### config.mk
export PLATFORM = sky130hd
export DESIGN_NAME = uart_rx_frontend
export DESIGN_NICKNAME = d
export VERILOG_FILES = /design/src/rtl/uart_rx_frontend.sv
export SDC_FILE = /design/constraint.sdc
export NUM_CORES = 1
export LEC_CHECK = 0
export CAP_MARGIN = 5
export CORE_MARGIN = 2
export CORE_UTILIZATION = 40
export CTS_CLUSTER_DIAMETER = 40
export CTS_CLUSTER_SIZE = 28
export DETAILED_ROUTE_END_ITERATION = 6
export DONT_BUFFER_PORTS = 1
export GPL_ROUTABILITY_DRIVEN = 0
export MAX_ROUTING_LAYER = met4
export PLACE_DENSITY = 0.59
export SETUP_SLACK_MARGIN = 0.15
export SLEW_MARGIN = 0
export SYNTH_ARGS = -nofsm -noshare
export SYNTH_HDL_FRONTEND = slang
export SYNTH_SLANG_ARGS = --single-unit
### constraint.sdc
create_clock -name clk -period 4.6 [get_ports clk]
set_clock_uncertainty 0.05 [all_clocks]
set_input_delay 0.46 -clock clk [delete_from_list [all_inputs] [get_ports clk]]
set_output_delay 0.46 -clock clk [all_outputs]
set_load 0.02 [all_outputs]
### src/rtl/uart_rx_frontend.sv
// uart_rx_frontend: 16x oversampled UART receiver front end.
// Synchronises the raw RX pin, recovers 8-bit frames (optional parity, one stop bit) with a
// 2-of-3 majority vote per bit, and buffers bytes in a show-ahead FIFO.
// Ports:
//   clk, resetn          clock, asynchronous active-low reset
//   io_rxd               raw asynchronous RX pin (idles high)
//   io_enable            receiver enable; low abandons the current frame
//   io_divisor           one oversample tick per (io_divisor+1) clocks
//   io_parityEnable/Odd  parity bit present / odd parity select
//   io_data, io_valid    FIFO head byte and non-empty flag
//   io_ready             consumer accepts the head byte
//   io_parityError, io_framingError, io_overrun  one-clock pulses
//   io_breakDetect       level, set by an all-zero frame with a low stop bit
//   io_busy              receiver FSM is not idle
module uart_rx_frontend #(
  parameter int unsigned DIVISOR_WIDTH = 12,
  parameter int unsigned FIFO_DEPTH    = 4
) (
  input  logic                     clk,
  input  logic                     resetn,
  input  logic                     io_rxd,
  input  logic                     io_enable,
  input  logic [DIVISOR_WIDTH-1:0] io_divisor,
  input  logic                     io_parityEnable,
  input  logic                     io_parityOdd,
  output logic [7:0]               io_data,
  output logic                     io_valid,
  input  logic                     io_ready,
  output logic                     io_parityError,
  output logic                     io_framingError,
  output logic                     io_overrun,
  output logic                     io_breakDetect,
  output logic                     io_busy
);

  localparam int unsigned AW = $clog2(FIFO_DEPTH);
  localparam logic [DIVISOR_WIDTH-1:0] DivOne = 1;
  localparam logic [AW:0] PtrOne = 1;

  typedef enum logic [2:0] {StIdle, StStart, StData, StParity, StStop, StBreak} state_e;

  state_e state;

  // Two-flop synchroniser plus a delayed copy for falling-edge detection.
  logic rx_meta, rxs, rxs_prev;

  always_ff @(posedge clk or negedge resetn) begin
    if (!resetn) begin
      rx_meta  <= 1'b1;
      rxs      <= 1'b1;
      rxs_prev <= 1'b1;
    end else begin
      rx_meta  <= io_rxd;
      rxs      <= rx_meta;
      rxs_prev <= rxs;
    end
  end

  // Oversample tick: held at reload while idle so the first tick is phase-aligned to the start edge.
  logic [DIVISOR_WIDTH-1:0] tick_cnt;
  logic                     tick;

  assign tick = (state != StIdle) && (tick_cnt == '0);

  always_ff @(posedge clk or negedge resetn) begin
    if (!resetn) begin
      tick_cnt <= '0;
    end else if (state == StIdle || tick) begin
      tick_cnt <= io_divisor;
    end else begin
      tick_cnt <= tick_cnt - DivOne;
    end
  end

  // Bit timing and majority vote; the third sample is the live rxs at index 9.
  logic [3:0] bit_idx;
  logic       samp7, samp8;
  logic       vote, at_vote, bit_end;

  assign vote    = (samp7 & samp8) | (samp7 & rxs) | (samp8 & rxs);
  assign at_vote = tick && (bit_idx == 4'd9);
  assign bit_end = tick && (bit_idx == 4'd15);

  logic [2:0] bit_cnt;
  logic [7:0] shift;
  logic       par_mismatch;
  logic       push_req;

  assign push_req = io_enable && (state == StStop) && at_vote && vote;
  assign io_busy  = (state != StIdle);

  always_ff @(posedge clk or negedge resetn) begin
    if (!resetn) begin
      state           <= StIdle;
      bit_idx         <= '0;
      samp7           <= 1'b1;
      samp8           <= 1'b1;
      bit_cnt         <= '0;
      shift           <= '0;
      par_mismatch    <= 1'b0;
      io_parityError  <= 1'b0;
      io_framingError <= 1'b0;
      io_breakDetect  <= 1'b0;
    end else begin
      io_parityError  <= 1'b0;
      io_framingError <= 1'b0;
      if (tick) begin
        bit_idx <= bit_idx + 4'd1;
        if (bit_idx == 4'd7) samp7 <= rxs;
        if (bit_idx == 4'd8) samp8 <= rxs;
      end
      if (!io_enable) begin
        state          <= StIdle;
        io_breakDetect <= 1'b0;
      end else begin
        unique case (state)
          StIdle: begin
            if (!rxs && rxs_prev) begin
              state   <= StStart;
              bit_idx <= '0;
            end
          end
          StStart: begin
            if (at_vote && vote) begin
              state <= StIdle;
            end else if (bit_end) begin
              state        <= StData;
              bit_cnt      <= '0;
              par_mismatch <= 1'b0;
            end
          end
          StData: begin
            if (at_vote) shift <= {vote, shift[7:1]};
            if (bit_end) begin
              bit_cnt <= bit_cnt + 3'd1;
              if (bit_cnt == 3'd7) state <= io_parityEnable ? StParity : StStop;
            end
          end
          StParity: begin
            if (at_vote) par_mismatch <= vote != (^shift ^ io_parityOdd);
            if (bit_end) state <= StStop;
          end
          StStop: begin
            // Acted on at the vote so a start edge late in the stop bit is not missed.
            if (at_vote) begin
              if (vote) begin
                io_parityError <= par_mismatch;
                state          <= StIdle;
              end else begin
                io_framingError <= 1'b1;
                if (shift == 8'h00) begin
                  io_breakDetect <= 1'b1;
                  state          <= StBreak;
                end else begin
                  state <= StIdle;
                end
              end
            end
          end
          StBreak: begin
            if (rxs) begin
              io_breakDetect <= 1'b0;
              state          <= StIdle;
            end
          end
          default: state <= StIdle;
        endcase
      end
    end
  end

  // Show-ahead FIFO with one extra pointer bit to tell full from empty.
  logic [7:0]  mem [FIFO_DEPTH];
  logic [AW:0] wr_ptr, rd_ptr;
  logic        full, empty, pop, do_push;

  assign empty   = (wr_ptr == rd_ptr);
  assign full    = (wr_ptr[AW] != rd_ptr[AW]) && (wr_ptr[AW-1:0] == rd_ptr[AW-1:0]);
  assign pop     = !empty && io_ready;
  assign do_push = push_req && (!full || pop);
  assign io_valid = !empty;
  assign io_data  = mem[rd_ptr[AW-1:0]];

  always_ff @(posedge clk or negedge resetn) begin
    if (!resetn) begin
      wr_ptr     <= '0;
      rd_ptr     <= '0;
      io_overrun <= 1'b0;
      for (int unsigned i = 0; i < FIFO_DEPTH; i++) mem[i] <= '0;
    end else begin
      io_overrun <= push_req && full && !pop;
      if (do_push) begin
        mem[wr_ptr[AW-1:0]] <= shift;
        wr_ptr              <= wr_ptr + PtrOne;
      end
      if (pop) rd_ptr <= rd_ptr + PtrOne;
    end
  end

endmodule

# ---- After elaboration in Yosys (flattened, before gate mapping)
# Index checks and enable logic that the tools add are counted.
dict set report word_totals {
  reg_bits 78
  in_bits 19
  wordCells 145
}
dict set report classes {
  n_addsub 5
  n_lt_le_gt_ge 3
  n_eq_ne 28
  n_mux 46
  bitwise 8
  n_reduce_logical 34
}
# op count
set op_table {}
lappend op_table {{$mux W3} 15}
lappend op_table {{$bwmux W32} 1}
lappend op_table {{$mux W8} 3}
lappend op_table {{$ne A3 B3 Y1 const B} 6}
lappend op_table {{$pmux W3 S6} 1}
lappend op_table {{$bmux W8 S2} 1}
lappend op_table {{$demux W8 S2} 1}
lappend op_table {{$mux W1} 16}
lappend op_table {{$mux W4} 4}
lappend op_table {{$reduce_and A5 Y1} 3}
lappend op_table {{$logic_and A1 B1 Y1} 14}
lappend op_table {{$eq A4 B4 Y1 const B} 3}
lappend op_table {{$logic_not A12 Y1} 1}
lappend op_table {{$mux W12} 1}
lappend op_table {{$sub A12 B1 Y12 const B} 1}
lappend op_table {{$add A3 B1 Y3 const B} 3}
lappend op_table {{$eq A3 B3 Y1 const B} 3}
lappend op_table {{$logic_not A8 Y1} 1}
lappend op_table {{$ne A2 B2 Y1 const B} 4}
lappend op_table {{$reduce_xor A8 Y1} 1}
lappend op_table {{$reduce_and A7 Y1} 1}
lappend op_table {{$eq A3 B2 Y1 const B} 2}
lappend op_table {{$ge A3 B3 Y1 const B} 2}
lappend op_table {{$ne A3 B2 Y1 const B} 2}
lappend op_table {{22 further kinds} 34}

# ---- Longest topological paths before layout
# Gate-level depths: netlist of the first run.
dict set report logic_depth {
  ltp_word 7
  depth_mapped 9
  depth_no_buf 7
}

# ---- Least setup slack after synthesis of the first run
# No wires, ideal clock.
dict set report synth_timing {
  path_kind {register to register}
  from {reg tick_cnt[0]}
  to {reg mem[0] (netlist name)}
  setup_time_ns 0.125
  t_arrival_ns 2.573
  required_ns 4.425
  setup_slack_ns 1.852
  path_stages_with_launch 9
  n_path_buf 1
  cell_sequence {dfrtp_1 > inv_1 > ha_1 > or3b_2 > clkbuf_1 > or3_1 > a2111oi_4 > nand2_2 > mux2_2}
}
dict set report synth_between {
  elab_chain_len 6
}
# element line_no
set synth_lines {}
lappend synth_lines {{from (decl)} 60} ;# logic [DIVISOR_WIDTH-1:0] tick_cnt;
lappend synth_lines {{from (signal assigned)} 69} ;# tick_cnt <= io_divisor;
lappend synth_lines {{from (signal assigned)} 71} ;# tick_cnt <= tick_cnt - DivOne;
lappend synth_lines {{$logic_not A12 Y1} 63} ;# assign tick = (state != StIdle) && (tick_cnt == '0);
lappend synth_lines {{$logic_and A1 B1 Y1} 63}
lappend synth_lines {{$logic_and A1 B1 Y1} 81} ;# assign at_vote = tick && (bit_idx == 4'd9);
lappend synth_lines {{$logic_and A1 B1 Y1 (2 in series)} 89} ;# assign push_req = io_enable && (state == StStop) && at_vote && vote;
lappend synth_lines {{$logic_and A1 B1 Y1} 180} ;# assign do_push = push_req && (!full || pop);
lappend synth_lines {{to (signal, indexed assignment)} 193} ;# mem[wr_ptr[AW-1:0]] <= shift;
lappend synth_lines {{to (decl)} 173} ;# logic [7:0] mem [FIFO_DEPTH];
# No other way between the ends.
# A chain may end at the register's enable or synchronous reset.

# ---- Worst setup path after layout of the first run
dict set report layout_timing {
  from {reg tick_cnt[0]}
  to {reg mem[3] (netlist name)}
}
# Same word-level chain as after synthesis.

==> results of run 1 <==
[critical path, stage by stage (launching register included)]
cell	delay, ns
dfrtp_1	0.39
inv_1	0.08
ha_1	0.18
or3b_2	0.53
or3_1	0.48
a2111oi_4	0.49
nand2_2	0.33
mux2_2	0.35
[how the worst max path moves through the flow]
stage | from | to | depth (start not counted)
6_report | tick_cnt[0] | mem[3] | 7
5_1_grt | tick_cnt[0] | mem[4] | 7
4_1_cts | tick_cnt[0] | mem[3] | 7
3_5_place_dp | tick_cnt[0] | mem[3] | 7
3_3_place_gp | tick_cnt[0] | mem[0] | 7
2_1_floorplan | tick_cnt[0] | mem[0] | 8
[metal layers]
metal	vias to the layer above	routed length [µm]	GRT usage	part of all wire
li1	1170	-	-	-
met3	16	272	0.05540	0.037
met5	-	0	-	0
met2	47	3611	0.2569	0.50
met4	0	178	0.05231	0.025
met1	1219	3191	0.1786	0.44
[power groups by stage]
stage / combinational [mW] / clock [mW] / sequential, mW
after floorplan: 0.427 / 0 / 0.850
after global placement: 0.438 / 0 / 0.936
after detailed placement: 0.442 / 0 / 0.937
after CTS: 0.463 / 0.568 / 0.924
after global routing: 0.521 / 0.602 / 0.946
final: 0.458 / 0.544 / 0.923
[registers in the layout, indices dropped and copies added, names as in the netlist]
signal	cells
rxs	1
samp8	1
rxs_prev	1
io_parityError	1
samp7	1
rx_meta	1
state	3
shift	8
io_overrun	1
tick_cnt	12
io_framingError	1
wr_ptr	3
rd_ptr	3
io_breakDetect	1
bit_idx	4
bit_cnt	3
par_mismatch	1
mem	32
[synth_stat cells (2+ instances only)]
cell and count:
ha_1 15, nand2_1 13, dfrtp_1 73, nor3_1 9, a32o_1 2, mux2_2 38
nor4_1 2, xnor2_1 13, dfstp_2 5, or3b_2 2, o21ai_0 6, nand3_1 3
nand4_1 6, a2111oi_0 2, nand2_2 4, nor2b_1 3, or4_1 4, mux2i_1 9
nor2_1 23, xor2_1 10, inv_1 19, clkbuf_1 9, and3_1 4, or3_1 4
mux4_2 8, a21oi_1 12
[cells in the final DEF, fill, tap and decap left out, types with 2 or more instances in the layout]
master	n
nor2_1	23
or4_1	4
o21ai_0	6
a2111oi_0	2
dfrtp_1	73
clkbuf_8	11
and3_1	4
inv_1	19
clkinv_4	2
dfstp_2	5
nand2_1	13
a21oi_1	12
mux4_2	8
nand3_1	3
nor2b_1	3
mux2_2	38
nor4_1	2
nand2_2	4
nor3_1	9
nand4_1	6
inv_6	2
or3b_2	2
ha_1	15
xor2_1	10
or3_1	4
mux2i_1	9
xnor2_1	13
a32o_1	2
[logic make-up after synthesis]
logic type | synth area share
DFF | 0.5052
AOI/OAI and AO/OA | 0.06780
buffers and inverters | 0.02840
and+or+nand+nor | 0.1156
xor gates and xnor gates | 0.05197
adders and majority gates | 0.05100
muxes | 0.1801
[repair_timing]
| action | in CTS | in global routing |
|---|---|---|
| hold buffers | 2 | 0 |
| hold endpoints to repair | 78 | 0 |
| gates resized for setup | 0 | 0 |
[final cells by class]
type | instances | area (µm²) | share of cell area
clock inverter | 5 | 65.06 | 0.01527
inverter | 19 | 71.32 | 0.01674
sequential | 78 | 1958 | 0.4596
tap | 129 | 161.4 | 0.03789
clock buffer | 11 | 151.4 | 0.03554
timing repair buffer | 3 | 45.04 | 0.01057
multi-input combinational | 214 | 1808 | 0.4244
[metrics by stage]
stage / area (µm²) / util / hold slack (ns)
after floorplan: 3876 / - / 0.1144
after global placement: 4006 / 0.4295 / 0.1171
after detailed placement: 4006 / 0.4295 / 0.1176
after CTS: 4260 / 0.4567 / 0.02827
after global routing: 4260 / 0.4567 / 0.003480
final: 4260 / 0.4567 / 0.04951
==> flow_summary.yaml, run 1 <==
die:
  fp-row-count: 35
  initial_core_util: 0.4156
  dieArea_um2: 10490
  core_um2: 9328
  die_y_um: 102.4
  io-pin-count: 33
  die_w_um: 102.4
worst_setup_path:
  start_kind: "flop"
  crit_path_end_kind: "flop"
  rr_worst_depth: 7
  r2r-end: "mem[3]"
  cp.required_ns: 4.79
  setup.worst_path.class: "reg -> reg"
  timing.rr.start: "tick_cnt[0]"
  cp_data_arrival_time_ns: 3.19
  worstPathMaxFanout: 9
  r2r_slack_ns: 1.60
power:
  pwr-share-comb: 0.238
  leakagePower_nw: 1.970
  powerDensity_nw_per_um2: 451.7
  finalPower_mw: 1.924
  ir_worst_vdd_mv: 0.2185
  switchingPower_mw: 0.6586
  p_sw_frac: 0.3422
  p_seq_frac: 0.479
  clockPowerShare: 0.283
  p_int_mw: 1.266
synth:
  synth_edf_count: 0
  avgSynthCellArea_um2: 12.08
  synth_top_area_cell: "dfrtp_1"
  ys_seq_area_frac: 0.5052
  syn-cell-area_um2: 3876
  syn_inst: 321
  synth_top_area_frac: 0.4713
  synth_async_sr_flop_share: 1.000
  synth_nets: 355
  synth_ff_type: "dfrtp_1"
  yosys.cell_types.count: 49
  ys_top_cells_by_area: "dfrtp_1 47%, mux2_2 11%, ha_1 4.8%, mux4_2 4.6%, dfstp_2 3.4%"
  ys_ff_latch: 78
  yosysWarnings: 0
finish:
  num-fill-cells: 885
  antenna_cells: 0
  fin_nets: 359
  area_delta_synth_final_pct: 9.910
  layout-drive-gt1-share: 0.2394
  stdcell_count: 459
job:
  max_cap_violations: 0
cts:
  postCtsSetupBuffers: 0
  clk_pin_slew_ns: 0.08
  cts_sinks: 78
  htreeDepth: 3
  cts_buffers: 9
  root_buffer: "clkbuf_8"
  clock_path_buffers: 2
  clk_latency_ns: 0.35
  cts_tree: "done"
sta:
  worst_pin_slew_ns: 0.7002
  setup_ws_ns: 1.600
  fin_crit_sh: 0.6521
  fmaxAchievable_mhz: 333.4
  finalHoldViolCount: 0
  setup_viol: 0
  rsz0062_at_grt: "no"
  period_needed_ns: 3.000
  tns_ns: 0
  relSlewSlack: 0.5293
  finalMaxSlewViolations: 0
hold_path:
  min-delay-start: "io_rxd"
  hold_path_end: "rx_meta"
  hold_depth: 0
  hold_class: "in -> reg"
place:
  hpwlAfterDp_mm: 5.036
  placed_cells: 441
  portBuffers: 0
  pre_cts_ws_ns: 1.581
global_routing:
  antenna_found_initial: 0
  grt_pass1_vias: 2445
  overflow: 0
  grt_pass1_wl_mm: 12.00
  gr-usage-all-layers: 0.1566
  grt_start_max_net_pins: 79
detailed_routing:
  vias_per_cell: 5.342
  vias: 2452
  remaining_drc_errors: 0
  ant_nets: 0
  firstDrtPassIters: 4
  drt-total-wl_mm: 7.254
  wl_per_cell_um: 15.80
  drt-initial-drc-count: 73
run_status:
  status: "finished, final reports clean"
Note: power is estimated with default switching activity, not from simulation.
==> run 2, diff against run 1 <==
PLACE_DENSITY = 0.61   (was 0.59)
clock period = 2.6 ns   (was 4.6 ns; I/O delays follow)
==> run 2 against run 1 <==
Compared with the run above:
- fmax increased by 21%
- final cell count increased by 6.3%
- largest power group unchanged
- cell area increased by 7.5%
- wire length increased by 8.1%
- global-route usage increased by 1.2 points
==> flow_summary.yaml, run 2 (synthesized netlist as in run 1, its figures left out) <==
run_status:
  status: "finished, final reports clean"
worst_setup_path:
  cp_data_arrival_time_ns: 2.66
  crit_path_end_kind: "flop"
  r2r_slack_ns: 0.13
  setup.worst_path.class: "reg -> reg"
  rr_worst_depth: 8
  start_kind: "flop"
  r2r-end: "mem[14]"
  timing.rr.start: "tick_cnt[0]"
  worstPathMaxFanout: 8
  cp.required_ns: 2.79
detailed_routing:
  vias: 2552
  drt-total-wl_mm: 7.840
  drt-initial-drc-count: 66
  remaining_drc_errors: 0
  ant_nets: 0
  wl_per_cell_um: 16.07
  vias_per_cell: 5.230
  firstDrtPassIters: 4
finish:
  fin_nets: 388
  mostFrequentLayoutCell: "dfrtp_1"
  fin_util: 0.4911
  antenna_cells: 0
  layout-drive-gt1-share: 0.3092
  top_register: "mem"
  largest_register_ffs: 32
  num-fill-cells: 871
  top_regs: "mem x32, tick_cnt x12, shift x8"
  area_delta_synth_final_pct: 18.17
  layout_common_cells: "73 x dfrtp_1, 37 x mux2_2, 22 x nor2_1, 22 x buf_4, 18 x inv_1"
die:
  dieArea_um2: 10490
  core_um2: 9328
  fp-row-count: 35
  initial_core_util: 0.4156
  die_w_um: 102.4
  io-pin-count: 33
  die_y_um: 102.4
global_routing:
  antenna_found_initial: 0
  overflow: 0
  grt_pass1_wl_mm: 13.17
  grt_start_max_net_pins: 79
  grt_pass1_vias: 2676
  gr-usage-all-layers: 0.1689
power:
  switchingPower_mw: 1.242
  clockPowerShare: 0.261
  ir_worst_vdd_mv: 0.4847
  pwr-share-comb: 0.311
  finalPower_mw: 3.611
  p_int_mw: 2.369
  p_seq_frac: 0.428
  powerDensity_nw_per_um2: 788.3
  p_sw_frac: 0.3439
  leakagePower_nw: 2.152
job:
  max_cap_violations: 0
cts:
  cts_tree: "done"
  clk_pin_slew_ns: 0.08
  htreeDepth: 3
  clock_path_buffers: 2
  clk_latency_ns: 0.36
  cts_buffers: 9
  root_buffer: "clkbuf_8"
  cts_sinks: 78
sta:
  finalHoldViolCount: 0
  fmaxAchievable_mhz: 404.4
  setup_viol: 0
  rsz0062_at_grt: "yes"
  fin_crit_sh: 0.9511
  worst_pin_slew_ns: 0.6585
  relSlewSlack: 0.5606
  period_needed_ns: 2.473
  holdWs_ns: 0.01622
  finalMaxSlewViolations: 0
place:
  portBuffers: 0
  hpwlAfterDp_mm: 5.219
hold_path:
  hold_path_end: "tick_cnt[5]"
  min-delay-start: "io_divisor[5]"
  hold_depth: 2
  hold_class: "in -> reg"
[run 2: cell count changes in the layout (fill, tap and decap cells not counted), moves of 2 or more]
cell / previous run / this run
buf_4: 1 / 22
dlygate4sd3_1: 1 / 7
nand2_2: 4 / 0
nand2_4: 0 / 3
nand2_8: 0 / 2
[run 2: per-stage QoR]
stage,setup WS (ns),TNS (ns),std cells,area (µm²)
CTS,0.1173,0,483,4492
finish,0.1272,0,488,4581
detailed placement,0.02603,0,459,4155
floorplan,-0.09477,-1.368,321,3901
global placement,0.06958,0,459,4155
global route,0.03981,0,488,4581
[run 2: worst max path at each step]
stage | startpoint | end | slack (ns)
floorplan | tick_cnt[0] | mem[0] | -0.09
global placement | tick_cnt[8] | mem[0] | 0.07
detailed placement | tick_cnt[0] | mem[25] | 0.03
CTS | tick_cnt[0] | mem[30] | 0.12
global route | tick_cnt[0] | mem[20] | 0.04
finish | tick_cnt[0] | mem[14] | 0.13
[run 2: timing repair]
action / CTS / global route
hold buffers: 7 / 1
hold endpoints to repair: 83 / 1
cloned: 0 / 1
pin swaps: 0 / 3
gates resized for setup: 7 / 11
endpoints found under the setup margin: 41 / 55
setup buffers: 1 / 3
[run 2: routing by layer]
metal	vias up	GRT usage	routed length, µm
li1	1228	-	-
met2	40	0.2750	4012
met1	1271	0.1971	3385
met4	0	0.05538	112
met5	-	-	0
met3	13	0.05609	330
[run 2: power groups by stage]
| stage | combinational (mW) | sequential, mW | clock, mW |
|---|---|---|---|
| final | 1.12 | 1.55 | 0.943 |
| after global routing | 1.26 | 1.58 | 1.03 |
| after CTS | 1.08 | 1.54 | 0.975 |
| after detailed placement | 1.03 | 1.56 | 0 |
| after global placement | 1.02 | 1.56 | 0 |
| after floorplan | 0.766 | 1.50 | 0 |
[run 2: cell type report]
| cell class | count | area [µm²] | share of cell area |
|---|---|---|---|
| well taps | 129 | 161.4 | 0.03524 |
| clock buffers | 10 | 137.6 | 0.03005 |
| clock inverters | 6 | 68.82 | 0.01502 |
| multi-input cells | 215 | 1909 | 0.4168 |
| repair buffers | 31 | 274.0 | 0.05982 |
| inverters | 19 | 71.32 | 0.01557 |
| flip-flops and latches | 78 | 1958 | 0.4275 |
[run 2: critical path, cell delays in order, from the launching register on]
cell and delay (ns):
dfrtp_1 0.41, inv_2 0.09, ha_4 0.14, or3b_4 0.38, or3_4 0.42, a2111oi_4 0.22
buf_6 0.24, nand2_4 0.12, mux2_2 0.29
